### config.mk
export PLATFORM = sky130hd
export DESIGN_NAME = lfsr_byte_source
export DESIGN_NICKNAME = d
export VERILOG_FILES = /design/src/rtl/lfsr_pkg.sv /design/src/rtl/lfsr_byte_source_core.sv /design/src/rtl/lfsr_byte_source.sv
export SDC_FILE = /design/constraint.sdc
export NUM_CORES = 1
export LEC_CHECK = 0
export CAP_MARGIN = 30
export CORE_MARGIN = 2
export CORE_UTILIZATION = 55
export CTS_BUF_LIST = sky130_fd_sc_hd__clkbuf_16
export DETAILED_ROUTE_END_ITERATION = 8
export DONT_BUFFER_PORTS = 1
export GPL_TIMING_DRIVEN = 0
export PLACE_DENSITY = 0.74
export SYNTH_ARGS = -nofsm -noshare
export SYNTH_HDL_FRONTEND = slang
export SYNTH_SLANG_ARGS = --single-unit
### constraint.sdc
create_clock -name clk -period 5.6 [get_ports clk]
set_input_delay 1.12 -clock clk [delete_from_list [all_inputs] [get_ports clk]]
set_output_delay 1.12 -clock clk [all_outputs]
set_load 0.005 [all_outputs]
### src/rtl/lfsr_pkg.sv
// Shared types and helpers for the LFSR byte source.
package lfsr_pkg;

  typedef enum logic [1:0] {IDLE, RUN, DONE} state_t;

  localparam logic [7:0]  DEFAULT_TAPS = 8'hB8;
  localparam logic [7:0]  DEFAULT_SEED = 8'h01;
  localparam int unsigned MAX_W        = 32;

  // Galois step on a zero-extended state; callers truncate to their own width.
  function automatic logic [MAX_W-1:0] lfsr_next(input logic [MAX_W-1:0] state,
                                                 input logic [MAX_W-1:0] taps);
    return state[0] ? ((state >> 1) ^ taps) : (state >> 1);
  endfunction

endpackage

### src/rtl/lfsr_byte_source_core.sv
// Galois LFSR register with step enable and lock-up-safe seed load.
import lfsr_pkg::*;

module lfsr_core #(
  parameter int unsigned       WIDTH = 8,
  parameter logic [WIDTH-1:0]  TAPS  = WIDTH'(DEFAULT_TAPS),
  parameter logic [WIDTH-1:0]  SEED  = WIDTH'(DEFAULT_SEED)
) (
  input  logic             clk,
  input  logic             rst,
  input  logic             step,
  input  logic             load,
  input  logic [WIDTH-1:0] seed_in,
  output logic [WIDTH-1:0] q
);

  logic [WIDTH-1:0] load_val;
  logic [WIDTH-1:0] step_val;

  always_comb begin
    load_val = (seed_in == '0) ? WIDTH'(1) : seed_in;
    step_val = WIDTH'(lfsr_next(MAX_W'(q), MAX_W'(TAPS)));
  end

  always_ff @(posedge clk) begin
    if (rst)       q <= SEED;
    else if (load) q <= load_val;
    else if (step) q <= step_val;
  end

endmodule

### src/rtl/lfsr_byte_source.sv
// Bounded, seedable pseudo-random word source with valid/ready handshake.
import lfsr_pkg::*;

module lfsr_byte_source #(
  parameter int unsigned       WIDTH   = 8,
  parameter logic [WIDTH-1:0]  TAPS    = WIDTH'(DEFAULT_TAPS),
  parameter logic [WIDTH-1:0]  SEED    = WIDTH'(DEFAULT_SEED),
  parameter int unsigned       COUNT_W = 8
) (
  input  logic               clk,
  input  logic               rst,
  input  logic               start,
  input  logic               seed_load,
  input  logic [WIDTH-1:0]   seed_in,
  input  logic [COUNT_W-1:0] num_samples,
  input  logic               out_ready,
  output logic [WIDTH-1:0]   a,
  output logic               a_valid,
  output logic               busy,
  output logic               done,
  output logic [COUNT_W-1:0] sample_count
);

  state_t             state;
  logic [COUNT_W-1:0] target;
  logic [COUNT_W-1:0] count_inc;
  logic               xfer;
  logic               load;

  always_comb begin
    a_valid   = (state == RUN);
    busy      = (state == RUN);
    done      = (state == DONE);
    xfer      = a_valid && out_ready;
    load      = (state == IDLE) && seed_load;
    count_inc = sample_count + COUNT_W'(1);
  end

  lfsr_core #(
    .WIDTH (WIDTH),
    .TAPS  (TAPS),
    .SEED  (SEED)
  ) u_core (
    .clk     (clk),
    .rst     (rst),
    .step    (xfer),
    .load    (load),
    .seed_in (seed_in),
    .q       (a)
  );

  always_ff @(posedge clk) begin
    if (rst) begin
      state        <= IDLE;
      target       <= '0;
      sample_count <= '0;
    end else begin
      unique case (state)
        IDLE: if (start) begin
          target       <= num_samples;
          sample_count <= '0;
          state        <= (num_samples == '0) ? DONE : RUN;
        end
        RUN: if (xfer) begin
          sample_count <= count_inc;
          if (count_inc == target) state <= DONE;
        end
        DONE:    state <= IDLE;
        default: state <= IDLE;
      endcase
    end
  end

endmodule
-- Word-level counts from Yosys, hierarchy flattened
Index checks and enable logic that the tools add are counted.
- input port bits: 21
- register bits after elaboration: 26
- logic and storage cells: 34
- output and inout port bits: 19
- reductions and logical operators: 10
- mux-type cells: 12
- bitwise gates (word level): 1
- equality and inequality tests: 6
- add/subtract/negate cells: 1
- operators by type and width (operator ; count):
    $mux W8 ; 6
    $logic_not A8 Y1 ; 2
    $pmux W8 S2 ; 1
    $add A8 B1 Y8 const B ; 1
    $eq A8 B8 Y1 ; 1
    $mux W2 ; 4
    $reduce_and A3 Y1 ; 2
    $ne A2 B1 Y1 const B ; 2
    $not A3 Y4 ; 1
    $pmux W2 S2 ; 1
    $reduce_bool A2 Y1 ; 2
    $eq A2 B1 Y1 const B ; 1
    $eq A2 B2 Y1 const B ; 1
    $logic_and A1 B1 Y1 ; 2
    $logic_not A2 Y1 ; 1
    $ne A2 B2 Y1 const B ; 1
    $reduce_and A2 Y1 ; 1

-- Depth between registers and ports, before layout
Gate-level depths: netlist of the first run.
- depth after elaboration: 5
- gate-level depth with buffers: 6

-- By module
From an unflattened synthesis of the first run, not the netlist that was laid out.
- cell total of the unflattened synthesis: 184
- area total of the unflattened synthesis: 1495.2 µm²
- modules (own cells, without submodules) (module ; seq. area each (µm²) ; times used ; area an instance (µm²) ; cells each):
    lfsr_byte_source ; 360.3 ; 1 ; 1088.5 ; 139
    lfsr_core ; 160.2 ; 1 ; 406.6 ; 45

-- Worst setup path after synthesis of the first run
No wires, ideal clock.
- path kind: in2reg
- from: input port start
- to: register sample_count[6]
- buffers on the path: 0
- data required time: 5472 ps
- path slack: 3483 ps
- data arrival time: 1990 ps
- stages on the path: 5
- path through: nor3b_2 > nor2_1 > a21o_1 > a21oi_1 > nor2_1
- cells in the longest elaborated chain, start to end: 2
- ends and longest elaborated chain (what ; line ; RTL):
    start, declared ; lfsr_byte_source.sv:12 ; input logic start,
    $ne A2 B2 Y1 (no source line) ; n/a ;
    $reduce_and A3 Y1 (no source line) ; n/a ;
    end signal, assigned ; lfsr_byte_source.sv:65 ; sample_count <= count_inc;
    end, declared ; lfsr_byte_source.sv:21 ; output logic [COUNT_W-1:0] sample_count
Every way passes these cells.
A chain may end at the register's enable or synchronous reset.

-- Final worst setup path of the first run
- from: register state[0]
- to: output port busy
- cells in the longest elaborated chain, start to end: 1
- ends and longest elaborated chain (what ; line ; RTL):
    start, declared ; lfsr_byte_source.sv:24 ; state_t state;
    start signal, assigned ; lfsr_byte_source.sv:62 ; state <= (num_samples == '0) ? DONE : RUN;
    $eq A2 B1 Y1 ; n/a ;
    end, declared ; lfsr_byte_source.sv:19 ; output logic busy,
Every way passes these cells.

==> metrics.md, run 1 <==
| Metric | Value |
|---|---|
| Status | complete, no violations |
| DP HPWL | 2.41 mm |
| Nets | 196 |
| Proportion of synthesized area in mux cells | 0% |
| Die X | 53.3 um |
| Largest net degree at the start of global routing | 16 |
| Crit path max-delay family | flip-flops |
| Synth Area in Compound Gates | 22.5% |
| Antenna viol nets, final | 0 |
| Clk_lat worst skew | 270 ps |
| Via count | 1255 |
| Tot Pwr | 0.484 mW |
| Clock Sinks | 26 |
| Yosys top cell area share | 38.9% |
| Initial antenna violation count | 0 |
| Period utilization | 41.4% |
| Final Hold Slack | 473 ps |
| Worst hold path type | flop to flop |
| First-pass GRT wire length | 5.11 mm |
| Area delta synth->final | 10.5% |
| Crit-path max FO | 6 |
| RSZ-0062 raised after global routing | false |
| Num CTS Buffers | 3 |
| Crit Path Class | flop to primary output |
| Synth Area in Simple Gates | 27.0% |
| Count of TritonRoute iterations in the first routing pass | 4 |
| PD cells | 328 nW/um2 |
| Root buf cell | clkbuf_16 |
| Worst Tran Pin Value | 526 ps |
| CP required | 4480 ps |
| Hold Crit Depth | 2 |
| Reg2reg start | sample_count[0]$_SDFFE_PP0P_ |
| Xor/xnor share of the synthesized area | 7.20% |
| DR iter-0 viols | 23 |
| Post-CTS Resized | 0 |
| GR Layer Usage met1 | 33.1% |
| R2r setup slk | 3450 ps |
| Tot GR Track Use | 25.3% |
| Mapped cell area | 1340 um2 |
| Main combinational cell family by area after synthesis | simple AND/OR/NAND/NOR gates |
| Peak supply drop | 0.248 mV |
| Residual DRC | 0 |
| Maxcap violations | 0 |
| Bufs on Longest Clock Path | 2 |
| Leak Pwr | 0.524 nW |
| Routed wire length | 3.28 mm |
| Cell count of the worst reg-to-reg path | 5 |
| M3 GR Usage | 7.06% |
| Synth unique cells | 38 |
| Average routed wire per standard cell | 16.3 um |
| Adder-Cell Fraction of Synth Area | 0.935% |
| Ys Warns | 0 |
| Worst r2r dst | state[0]$_SDFFE_PP0P_ |
| Port bufs | 0 |
| Max Slew Vio Count | 0 |
| Global placer's final weighted congestion | 0.822 |
| Htree depth | 1 |
| Setup tns final | 0 ps |
| Reg clk slew, reported paths | 70 ps |
| DR vias/cell | 6.24 |
| N_diodes | 0 |
| Busiest layer in global routing | met2 |
| Final min period | 2320 ps |
| GRT met2 Usage | 39.5% |
| Hold Buf Count CTS | 0 |
| Net Count, Synth | 191 |
| Relative slew slack | 64.8% |
| FP Rows | 17 |
| Worst setup EP type | primary output |
| Top post-synthesis cells by area | dfxtp_1 39%, a21oi_1 8.2%, nand2_1 7.9% |
| Vias in the first global route | 1135 |
| # fillers | 207 |
| Final hold vios | 0 |
| Setup Fix Bufs, Post-CTS | 0 |
| Buf/Inv on CP | 1 |
| Setup violators final | 0 |
| Initial Utilization | 59.3% |
| Worst Hold End | target[4]$_SDFFE_PP0P_ |
| GRT Residual Overflow | 0 |
| Slowest-stage cell, CP | dfxtp_1 |
| Fmax | 431 MHz |
| Cells along the critical path | nor2b_1 -> buf_4 |
| Chip Height | 53.3 um |
| Seq cells post-synth | 26 |
| Layout cell share with drive strength beyond 1 | 5.78% |
| CTS tree | done |
| CP arrival | 1200 ps |
| Min-delay src | target[4]$_SDFFE_PP0P_ |
| Core area | 2250 um2 |
| Crit-path max cell delay | 440 ps |
| Final setup skew | 1.69 ps |
| Critical Path Source Type | flop |
| # IOs | 40 |
| Post-synthesis cell count | 169 |
| Avg Synthesized Cell Area | 7.91 um2 |
| Full die area | 2840 um2 |
| Sequential cell area fraction in the yosys report | 38.9% |
| Yosys top cell by area | dfxtp_1 |
-- logic make-up (layout without fill, tap and decap cells) --
group / after synthesis / in the layout
xor gates and xnor gates: 11 / 11
buffers and inverters: 11 / 15
DFF: 26 / 26
AOI/OAI and AO/OA: 47 / 47
and+or+nand+nor: 73 / 73
adders and majority gates: 1 / 1
-- Yosys cell counts (all sizes together) --
library cell / n
o21a: 2
or4: 3
o32ai: 1
clkbuf: 4
o21ai: 6
nand4: 3
xor2: 3
inv: 2
nor3b: 1
nand2b: 3
o211a: 1
and2: 2
and4: 1
o211ai: 2
a21o: 1
a32o: 1
a2111o: 1
nor2b: 2
nor3: 2
a221oi: 4
buf: 5
dfxtp: 26
nand3b: 3
a21oi: 22
xnor2: 8
nor4: 3
nand2: 28
or3: 1
o32a: 1
and3: 1
a21boi: 1
and3b: 1
nand3: 2
nor2: 17
a22oi: 4
ha: 1
-- stage by stage --
stage               setup slack, ps  instance area, um2  cells  util (%)
finish                         3280                1480    201      65.5
global route                   3180                1480    201      65.5
CTS                            3270                1480    201      65.5
detailed placement             3230                1370    197      60.9
global placement               3260                1370    197      60.9
floorplan                      3480                1340    169         -
-- registers in the layout (all words and copies together), names as in the netlist --
signal and cells:
u_core.q 8, sample_count 8, target 8, state 2
-- placed cells by master, fill, tap and decap left out, types with 3 or more instances in the layout --
| cell type | instances |
|---|---|
| dfxtp_1 | 26 |
| o21ai_0 | 6 |
| or4_1 | 3 |
| clkbuf_16 | 3 |
| clkbuf_1 | 4 |
| nand2_1 | 28 |
| nor2_1 | 17 |
| nor4_1 | 3 |
| nand2b_1 | 3 |
| nand4_1 | 3 |
| buf_1 | 3 |
| nand3b_1 | 3 |
| a21oi_1 | 22 |
| xor2_1 | 3 |
| a22oi_1 | 4 |
| xnor2_1 | 8 |
| a221oi_1 | 4 |
-- metal layers --
layer,vias to the layer above,part of all wire (%)
met5,-,0
met4,0,1.4
met3,5,7.2
met2,37,47
met1,603,44
li1,610,-
-- tightest hold or removal path: stages (launching register included) --
cell	delay, ps
dfxtp_1	320
nand2_1	50
a21oi_1	50
-- power breakdown --
| group | internal (mW) | leakage [nW] | switching (mW) |
|---|---|---|---|
| clock network | 0.142 | 0.0511 | 0.0685 |
| registers | 0.197 | 0.213 | 0.0123 |
| logic | 0.0269 | 0.261 | 0.0373 |
-- cell type report --
type | count | area, um2 | area share (%)
inverter | 2 | 7.51 | 0.508
clock buffer | 3 | 75.1 | 5.08
sequential | 26 | 520 | 35.2
multi-input combinational | 132 | 771 | 52.2
clock inverter | 1 | 30.0 | 2.03
buffer | 9 | 38.8 | 2.62
tap | 28 | 35.0 | 2.37
-- worst max path at each step --
| stage | start | end | slack (ps) | cells past startpoint |
|---|---|---|---|---|
| after global placement | start | sample_count[6]$_SDFFE_PP0P_ | 3260 | 5 |
| after detailed placement | start | sample_count[6]$_SDFFE_PP0P_ | 3230 | 5 |
| after CTS | state[0]$_SDFFE_PP0P_ | busy | 3270 | 2 |
| after floorplan | start | sample_count[6]$_SDFFE_PP0P_ | 3480 | 5 |
| after global routing | state[0]$_SDFFE_PP0P_ | busy | 3180 | 2 |
| final | state[0]$_SDFFE_PP0P_ | busy | 3280 | 2 |
No activity file was read; power rests on OpenSTA's default activity.
==> run 2: changes to the inputs <==
==> constraint.sdc (replaced) <==
create_clock -name clk -period 2.4 [get_ports clk]
set_input_delay 0.48 -clock clk [delete_from_list [all_inputs] [get_ports clk]]
set_output_delay 0.48 -clock clk [all_outputs]
set_load 0.005 [all_outputs]
==> results of run 2 <==
Same layout as run 1 (identical final DEF). Status: complete, no violations.
Main changes from that run: setup slack after placement 3230 ps -> 267 ps; setup slack after layout 3280 ps -> 250 ps; hold slack 473 ps -> 344 ps; start point of the critical path state[0]$_SDFFE_PP0P_ -> sample_count[0]$_SDFFE_PP0P_; end point of the critical path busy -> state[0]$_SDFFE_PP0P_; register-to-register setup slack 3450 ps -> 250 ps; end point of the worst hold path target[4]$_SDFFE_PP0P_ -> target[7]$_SDFFE_PP0P_; total power 0.484 mW -> 1.13 mW; worst IR drop on VDD 0.248 mV -> 0.578 mV
==> run 3: changes to the inputs <==
--- a/config.mk
+++ b/config.mk
@@ -9,6 +9,7 @@
 export CORE_MARGIN = 2
 export CORE_UTILIZATION = 55
 export CTS_BUF_LIST = sky130_fd_sc_hd__clkbuf_16
+export CTS_CLUSTER_SIZE = 14
 export DETAILED_ROUTE_END_ITERATION = 8
 export DONT_BUFFER_PORTS = 1
 export GPL_TIMING_DRIVEN = 0
==> results of run 3 <==
Same layout as run 1 (identical final DEF). Status: complete, no violations.
Main changes from that run: setup slack after placement 3230 ps -> 267 ps; setup slack after layout 3280 ps -> 250 ps; hold slack 473 ps -> 344 ps; start point of the critical path state[0]$_SDFFE_PP0P_ -> sample_count[0]$_SDFFE_PP0P_; end point of the critical path busy -> state[0]$_SDFFE_PP0P_; register-to-register setup slack 3450 ps -> 250 ps; end point of the worst hold path target[4]$_SDFFE_PP0P_ -> target[7]$_SDFFE_PP0P_; total power 0.484 mW -> 1.13 mW; worst IR drop on VDD 0.248 mV -> 0.578 mV
